<file path="src/rtl/generador_tablero_if.sv">
// Board-generator bus: start request, protected cell, read port and status.
// master = game controller / display side, slave = generador_tablero.
interface generador_tablero_if;
  logic       start;
  logic [3:0] safe_fila;
  logic [3:0] safe_col;
  logic [3:0] rd_fila;
  logic [3:0] rd_col;
  logic       rd_bomba;
  logic [3:0] rd_vecinos;
  logic       busy;
  logic       tablero_generado;

  modport master (
    output start, safe_fila, safe_col, rd_fila, rd_col,
    input  rd_bomba, rd_vecinos, busy, tablero_generado
  );

  modport slave (
    input  start, safe_fila, safe_col, rd_fila, rd_col,
    output rd_bomba, rd_vecinos, busy, tablero_generado
  );
endinterface

</file>
<file path="src/rtl/generador_tablero.sv">
// Minesweeper board generator: clear, LFSR mine placement avoiding the first-click
// cell, then a row-major neighbour-count scan. Registers update on the falling edge.
module generador_tablero #(
  parameter int          FILAS     = 8,
  parameter int          COLS      = 8,
  parameter int          NUM_MINAS = 10,
  parameter logic [15:0] SEMILLA   = 16'hACE1
) (
  input  logic               clk,
  input  logic               rst,
  generador_tablero_if.slave bus
);
  localparam int FW = (FILAS > 1) ? $clog2(FILAS) : 1;
  localparam int CW = (COLS > 1) ? $clog2(COLS) : 1;
  localparam int MW = $clog2(FILAS * COLS + 1);

  if (FILAS < 2 || FILAS > 16 || COLS < 2 || COLS > 16) begin : g_err_dim
    $error("generador_tablero: FILAS/COLS must be in 2..16");
  end
  if (NUM_MINAS < 0 || NUM_MINAS > FILAS * COLS - 1) begin : g_err_minas
    $error("generador_tablero: NUM_MINAS must be in 0..FILAS*COLS-1");
  end
  if (SEMILLA == 16'h0000) begin : g_err_semilla
    $error("generador_tablero: SEMILLA must be non-zero");
  end

  typedef enum logic [2:0] {S_IDLE, S_CLEAR, S_PLACE, S_COUNT, S_DONE} estado_t;

  estado_t                         r_estado, w_sig;
  logic [15:0]                     r_lfsr;
  logic [FILAS-1:0][COLS-1:0]      r_bomba;
  logic [FILAS-1:0][COLS-1:0][3:0] r_vec;
  logic [MW-1:0]                   r_minas;
  logic [FW-1:0]                   r_scan_f;
  logic [CW-1:0]                   r_scan_c;
  logic [3:0]                      r_safe_f, r_safe_c;

  logic [3:0] w_cand_f, w_cand_c;
  logic       w_cand_ok, w_lleno, w_ultimo;
  logic [3:0] w_suma;

  assign w_cand_f = r_lfsr[3:0];
  assign w_cand_c = r_lfsr[7:4];
  assign w_lleno  = (r_minas == MW'(NUM_MINAS));
  assign w_ultimo = (r_scan_f == FW'(FILAS - 1)) && (r_scan_c == CW'(COLS - 1));

  always_comb begin
    w_cand_ok = 1'b0;
    if (int'(w_cand_f) < FILAS && int'(w_cand_c) < COLS)
      w_cand_ok = !r_bomba[FW'(w_cand_f)][CW'(w_cand_c)] &&
                  !(w_cand_f == r_safe_f && w_cand_c == r_safe_c);
  end

  // 3x3 window around the scan cell; out-of-board neighbours simply don't exist
  always_comb begin
    int nf, nc;
    nf     = 0;
    nc     = 0;
    w_suma = '0;
    for (int df = -1; df <= 1; df++) begin
      for (int dc = -1; dc <= 1; dc++) begin
        nf = int'(r_scan_f) + df;
        nc = int'(r_scan_c) + dc;
        if ((df != 0 || dc != 0) && nf >= 0 && nf < FILAS && nc >= 0 && nc < COLS)
          w_suma = w_suma + 4'(r_bomba[FW'(nf)][CW'(nc)]);
      end
    end
  end

  always_ff @(negedge clk or posedge rst) begin
    if (rst) r_estado <= S_IDLE;
    else     r_estado <= w_sig;
  end

  always_comb begin
    w_sig = r_estado;
    case (r_estado)
      S_IDLE:  if (bus.start) w_sig = S_CLEAR;
      S_CLEAR: w_sig = S_PLACE;
      S_PLACE: if (w_lleno) w_sig = S_COUNT;
      S_COUNT: if (w_ultimo) w_sig = S_DONE;
      S_DONE:  if (!bus.start) w_sig = S_IDLE;
      default: w_sig = S_IDLE;
    endcase
  end

  always_ff @(negedge clk or posedge rst) begin
    if (rst) begin
      r_lfsr   <= SEMILLA;
      r_bomba  <= '0;
      r_vec    <= '0;
      r_minas  <= '0;
      r_scan_f <= '0;
      r_scan_c <= '0;
      r_safe_f <= '0;
      r_safe_c <= '0;
    end else begin
      // free-running, so the layout depends on when start arrives
      r_lfsr <= {1'b0, r_lfsr[15:1]} ^ (r_lfsr[0] ? 16'hB400 : 16'h0000);
      case (r_estado)
        S_IDLE: begin
          if (bus.start) begin
            r_safe_f <= bus.safe_fila;
            r_safe_c <= bus.safe_col;
          end
        end
        S_CLEAR: begin
          r_bomba  <= '0;
          r_vec    <= '0;
          r_minas  <= '0;
          r_scan_f <= '0;
          r_scan_c <= '0;
        end
        S_PLACE: begin
          if (!w_lleno && w_cand_ok) begin
            r_bomba[FW'(w_cand_f)][CW'(w_cand_c)] <= 1'b1;
            r_minas <= r_minas + MW'(1);
          end
        end
        S_COUNT: begin
          r_vec[r_scan_f][r_scan_c] <= w_suma;
          if (r_scan_c == CW'(COLS - 1)) begin
            r_scan_c <= '0;
            r_scan_f <= r_scan_f + FW'(1);
          end else begin
            r_scan_c <= r_scan_c + CW'(1);
          end
        end
        default: ;
      endcase
    end
  end

  always_comb begin
    bus.rd_bomba   = 1'b0;
    bus.rd_vecinos = '0;
    if (int'(bus.rd_fila) < FILAS && int'(bus.rd_col) < COLS) begin
      bus.rd_bomba   = r_bomba[FW'(bus.rd_fila)][CW'(bus.rd_col)];
      bus.rd_vecinos = r_vec[FW'(bus.rd_fila)][CW'(bus.rd_col)];
    end
  end

  assign bus.busy             = (r_estado == S_CLEAR) || (r_estado == S_PLACE) ||
                                (r_estado == S_COUNT);
  assign bus.tablero_generado = (r_estado == S_DONE);
endmodule
</file>
<file path="src/flat_wrapper.sv">
// flat-port wrapper written by rule: the top's interface ports become plain ports
module generador_tablero_flat 
#(
  parameter int          FILAS     = 8,
  parameter int          COLS      = 8,
  parameter int          NUM_MINAS = 10,
  parameter logic [15:0] SEMILLA   = 16'hACE1
)
  (clk, rst, bus_start, bus_safe_fila, bus_safe_col, bus_rd_fila, bus_rd_col, bus_rd_bomba, bus_rd_vecinos, bus_busy, bus_tablero_generado);
  generador_tablero_if bus_i ();
  input  logic clk;
  input  logic rst;
  input wire logic [$bits(bus_i.start)-1:0] bus_start;
  input wire logic [$bits(bus_i.safe_fila)-1:0] bus_safe_fila;
  input wire logic [$bits(bus_i.safe_col)-1:0] bus_safe_col;
  input wire logic [$bits(bus_i.rd_fila)-1:0] bus_rd_fila;
  input wire logic [$bits(bus_i.rd_col)-1:0] bus_rd_col;
  output wire logic [$bits(bus_i.rd_bomba)-1:0] bus_rd_bomba;
  output wire logic [$bits(bus_i.rd_vecinos)-1:0] bus_rd_vecinos;
  output wire logic [$bits(bus_i.busy)-1:0] bus_busy;
  output wire logic [$bits(bus_i.tablero_generado)-1:0] bus_tablero_generado;
  assign bus_i.start = bus_start;
  assign bus_i.safe_fila = bus_safe_fila;
  assign bus_i.safe_col = bus_safe_col;
  assign bus_i.rd_fila = bus_rd_fila;
  assign bus_i.rd_col = bus_rd_col;
  assign bus_rd_bomba = bus_i.rd_bomba;
  assign bus_rd_vecinos = bus_i.rd_vecinos;
  assign bus_busy = bus_i.busy;
  assign bus_tablero_generado = bus_i.tablero_generado;
  generador_tablero #(.FILAS(FILAS), .COLS(COLS), .NUM_MINAS(NUM_MINAS), .SEMILLA(SEMILLA)) u_core (.clk(clk), .rst(rst), .bus(bus_i));
endmodule
</file>
<file path="config.mk">
export PLATFORM = sky130hd
export DESIGN_NAME = generador_tablero_flat
export DESIGN_NICKNAME = d
export VERILOG_FILES = /design/src/rtl/generador_tablero_if.sv /design/src/rtl/generador_tablero.sv /design/src/flat_wrapper.sv
export SDC_FILE = /design/constraint.sdc
export NUM_CORES = 1
export LEC_CHECK = 0
export BUFFER_PORTS_ARGS = -buffer_cell sky130_fd_sc_hd__buf_2
export CORE_ASPECT_RATIO = 1.25
export CORE_MARGIN = 3
export CORE_UTILIZATION = 58
export CTS_CLUSTER_SIZE = 28
export DETAILED_ROUTE_END_ITERATION = 6
export PLACE_DENSITY = 0.77
export SLEW_MARGIN = 5
export SYNTH_ARGS = -nofsm -noshare
export SYNTH_HDL_FRONTEND = slang
export SYNTH_SLANG_ARGS = --single-unit
</file>
<file path="constraint.sdc">
create_clock -name clk -period 9.9 [get_ports clk]
set_input_delay 0.99 -clock clk [delete_from_list [all_inputs] [get_ports clk]]
set_output_delay 0.99 -clock clk [all_outputs]
set_load 0.02 [all_outputs]
</file>
---- Yosys cells after proc, flatten, opt, wreduce, memory -nomap -nowiden ----
Cells that the tools add are included.
operators by class
  $add $sub $neg .......................... 14
  magnitude comparators ................... 32
  equality and inequality tests ........... 15
  muxes and demuxes ....................... 80
  bitwise logic cells ..................... 2
  reduce and logical (&&, ||, !) cells .... 41
operators by type and width
  operator             count
  $pmux 256 s2         1
  $bwmux 256           1
  $ge 32x1->1 const B  4
  $lt 32x5->1 const B  4
  $pmux 64 s2          1
  $bmux 8 s3           5
  $bmux 32 s3          1
  $demux 32 s3         1
  $mux 8               9
  $mux 32              2
  $mux 64              1
  $or 64x64->64        1
  $mux 4               10
  $lt 3x4->1 const B   8
  $bmux 1 s3           10
  $lt 3x5->1 const B   6
  $logic_and 1x1->1    29
  $add 4x1->4          7
  $demux 8 s3          1
  $mux 1               22
  $ge 3x1->1 const B   6
  $mux 3               6
  $lt 4x4->1 const B   4
  $mux 16              1
  25 further kinds     43
word-level totals
  register bits ........................... 360
  input port bits ......................... 19
  output and inout bits ................... 7
  word-level logic and storage cells ...... 263

---- Longest topological paths before layout ----
  word-level depth ........................ 24
  depth in mapped cells ................... 35
  mapped depth without buffers ............ 31

==> metrics.md <==
| Metric | Value |
|---|---|
| DR pass1 iterations | `5` |
| Relative slew slack | `0.0526` |
| Die Ht | `about 210 um` |
| Peak VDD IR | `~370 uV` |
| Site row count | `75` |
| Post-route ant nets | `0` |
| Initial DRC count | `1863` |
| Reg-to-reg startpoint | `u_core.r_scan_f[1]` |
| Worst-path fanout max | `63` |
| Synthesized-area fraction occupied by adder cells | `0.0144` |
| Vias | `approximately 15000` |
| CTS root buffer | `clkbuf_16` |
| Met2 WL | `approximately 26 mm` |
| CP top delay family | `adder cells` |
| Initial antenna violation count | `0` |
| Vias/cell | `between 7 and 8` |
| Critical Path AT | `~14000 ps` |
| Main combinational cell family by area after synthesis | `multiplexers` |
| Area post-placement | `approximately 20000 um^2` |
| Max Clk Rate | `about 110 MHz` |
| TritonCTS clock tree | `done` |
| Final nets | `~1800` |
| Die ar. | `36700 um^2` |
| # IOs | `26` |
| Yosys warnings | `0` |
| Async SR Flop Fraction | `1.00` |
| Status | `completed` |
| Post-layout utilization of the core | `0.640` |
| Crit path kind | `register to register` |
| CTS Hold Bufs | `0` |
| Netlist area before placement | `around 20000 um^2` |
| Total power | `~5.0 mW` |
| RSZ-0062 raised after global routing | `false` |
| Clock buffer depth | `3` |
| Layout fillers | `around 2500` |
| Final setup fails | `0` |
| Core area | `about 34000 um^2` |
| Area growth from synthesis to layout | `8.30%` |
| Number of synthesized flops with an enable pin | `0` |
| HP Start | `u_core.r_lfsr[12]` |
| CTS sink count | `360` |
| XOR/XNOR Fraction of Synth Area | `0.00821` |
| Cell count after synthesis | `about 1800` |
| Crit path top cell by count | `ha_1` |
| Place WS | `between 1000 and 1500 ps` |
| Main synth FF type | `dfrtn_1` |
| First-pass GRT wire length | `85.1 mm` |
| # DRC | `0` |
| Setup Buffers After CTS | `0` |
| Vias in the first global route | `roughly 15000` |
| Clock Skews | `roughly 86 ps` |
| Period utilization | `0.903` |
| Clk_lat worst skew | `a little over 600 ps` |
| Max Cap Viol | `0` |
| Worst EP required | `15190 ps` |
| Total wire length | `between 50 and 60 mm` |
| Slowest cell on the critical path | `ha_1` |
| Commonest cells after routing, fill and taps aside | `352 x dfrtn_1, 281 x nand3_1, 217 x o21ai_0, 166 x mux4_2, 165 x nand2_1` |
| Share of cells above drive strength 1 | `0.219` |
| IO Port Bufs | `25` |
| CTS Buf Count | `39` |
| Crit path largest cell delay | `about 700 ps` |
| Antenna Cells | `0` |
| Commonest non-fill, non-tap cell in the layout | `dfrtn_1` |
| H-tree depth | `2` |
| Fin crit period | `approximately 8900 ps` |
| Worst setup EP type | `register` |
| Per-cell routed wire length | `24.5 um` |
| Worst min path class | `register to register` |
| Mean post-synth cell area | `11.4 um^2` |
| Largest net degree at the start of global routing | `257` |
| Compound-cell area share of the yosys netlist | `0.142` |
| Register area share after synthesis | `0.452` |
| Post-synthesis mux area share | `0.214` |
| Worst Setup SP | `u_core.r_scan_f[1]` |
| Die X | `~170 um` |
| Fin. max-slew vios | `0` |
| Leak | `between 8 and 9 nW` |
| PD cells | `231 nW/um^2` |
| DR WL met3 | `3.98 mm` |
| CP bufs+invs | `3` |
| Worst-path clk slew | `40 ps` |
| Top layer in use | `met4` |
| Post-route cell area | `between 20000 and 25000 um^2` |
| Unique masters post-synth | `a little over 70` |
| Slew @ Worst Pin | `between 1000 and 1500 ps` |
| GPL Wtd Cong | `between 1 and 1.5` |
| Synthesized Nets | `about 1800` |
| Final worst setup slack | `around 960 ps` |
| FF+latch count, synth | `between 300 and 400` |
| Worst Setup Start Kind | `register` |
| Synth Area in Simple Gates | `0.135` |
| Final hold vios | `0` |
| Tot GR Track Use | `0.294` |
| M1 wire length | `20.0 mm` |
| CTS resizes | `0` |
| HPWL Detailed | `around 34 mm` |
| Gr ovfl total | `0` |
| Initial Util | `0.591` |
-- per-stage QoR --
step	TNS, ps	std cells	hold WS (ps)
after detailed placement	0	2089	309
after global routing	0	2166	284
after CTS	0	2166	287
final	0	2166	289
after global placement	0	2089	298
after floorplan	-239340	1756	292
-- per-layer routing --
layer	vias to the layer above	track usage
met5	-	0
met4	0	0.150
met3	211	0.0531
met2	774	0.479
met1	7725	0.381
li1	6669	-
-- layout make-up --
type | instances | area, um^2 | share of cell area
clock buffer | 51 | 1080 | 0.0500
clock inverter | 27 | 241 | 0.0112
inverter | 12 | 48.8 | 0.00226
multi-input combinational | 1240 | 10300 | 0.477
sequential | 360 | 9020 | 0.417
tap | 423 | 529 | 0.0245
timing repair buffer | 53 | 403 | 0.0186
-- report_power, final --
| part | switching [mW] | total, mW | internal, mW | leakage (nW) |
|---|---|---|---|---|
| Sequential | 0.0878 | 1.68 | 1.60 | 4.95 |
| Combinational | 1.31 | 1.82 | 0.516 | 3.19 |
| Clock | 0.621 | 1.48 | 0.861 | 0.680 |
| Total | 2.01 | 4.99 | 2.97 | 8.82 |
-- cell usage after synthesis (5+ instances only) --
| cell | count | area share |
|---|---|---|
| inv_1 | 9 | 0.0017 |
| xor2_1 | 12 | 0.0053 |
| nor2_1 | 38 | 0.0071 |
| nand3_1 | 281 | 0.070 |
| mux2i_1 | 31 | 0.016 |
| nand2b_1 | 8 | 0.0025 |
| ha_1 | 23 | 0.014 |
| nand2_1 | 165 | 0.031 |
| buf_1 | 22 | 0.0041 |
| nor3_1 | 26 | 0.0065 |
| and3_1 | 9 | 0.0028 |
| buf_2 | 10 | 0.0025 |
| buf_6 | 11 | 0.0062 |
| clkbuf_1 | 96 | 0.018 |
| mux2_2 | 17 | 0.0096 |
| a21oi_1 | 22 | 0.0055 |
| dfstp_2 | 8 | 0.011 |
| nor2b_1 | 7 | 0.0022 |
| nor3b_1 | 6 | 0.0023 |
| nand3b_1 | 6 | 0.0023 |
| a221oi_1 | 5 | 0.0022 |
| mux4_2 | 166 | 0.19 |
| o21ai_0 | 217 | 0.054 |
| a22o_1 | 7 | 0.0031 |
| dfrtn_1 | 352 | 0.44 |
| o31ai_2 | 50 | 0.031 |
| o31ai_1 | 70 | 0.026 |
-- kinds of logic after synthesis --
group           after synthesis
compound gates              418
xor+xnor                     17
fa+ha+maj                    23
buf+inv                     156
flops                       360
mux                         215
simple gates                567
-- registers in the layout (all words and copies together), names as in the netlist --
name / cells
u_core.r_bomba: 64
u_core.r_scan_f: 3
u_core.r_lfsr: 16
u_core.r_vec: 256
u_core.r_safe_c: 4
u_core.r_scan_c: 3
u_core.r_safe_f: 4
u_core.r_minas: 7
u_core.r_estado: 3
-- worst paths after layout --
check	end	slack (ps)	cells after the start
worst max-delay path	u_core.r_vec[54]	960	32
worst min-delay path	u_core.r_lfsr[11]	290	0
worst max register to register	u_core.r_vec[54]	960	32
worst min register to register	u_core.r_lfsr[11]	290	0
max in group asynchronous	u_core.r_lfsr[4]	3410	3
min in group asynchronous	u_core.r_vec[234]	5270	2
Note: power is estimated with default switching activity, not from simulation.
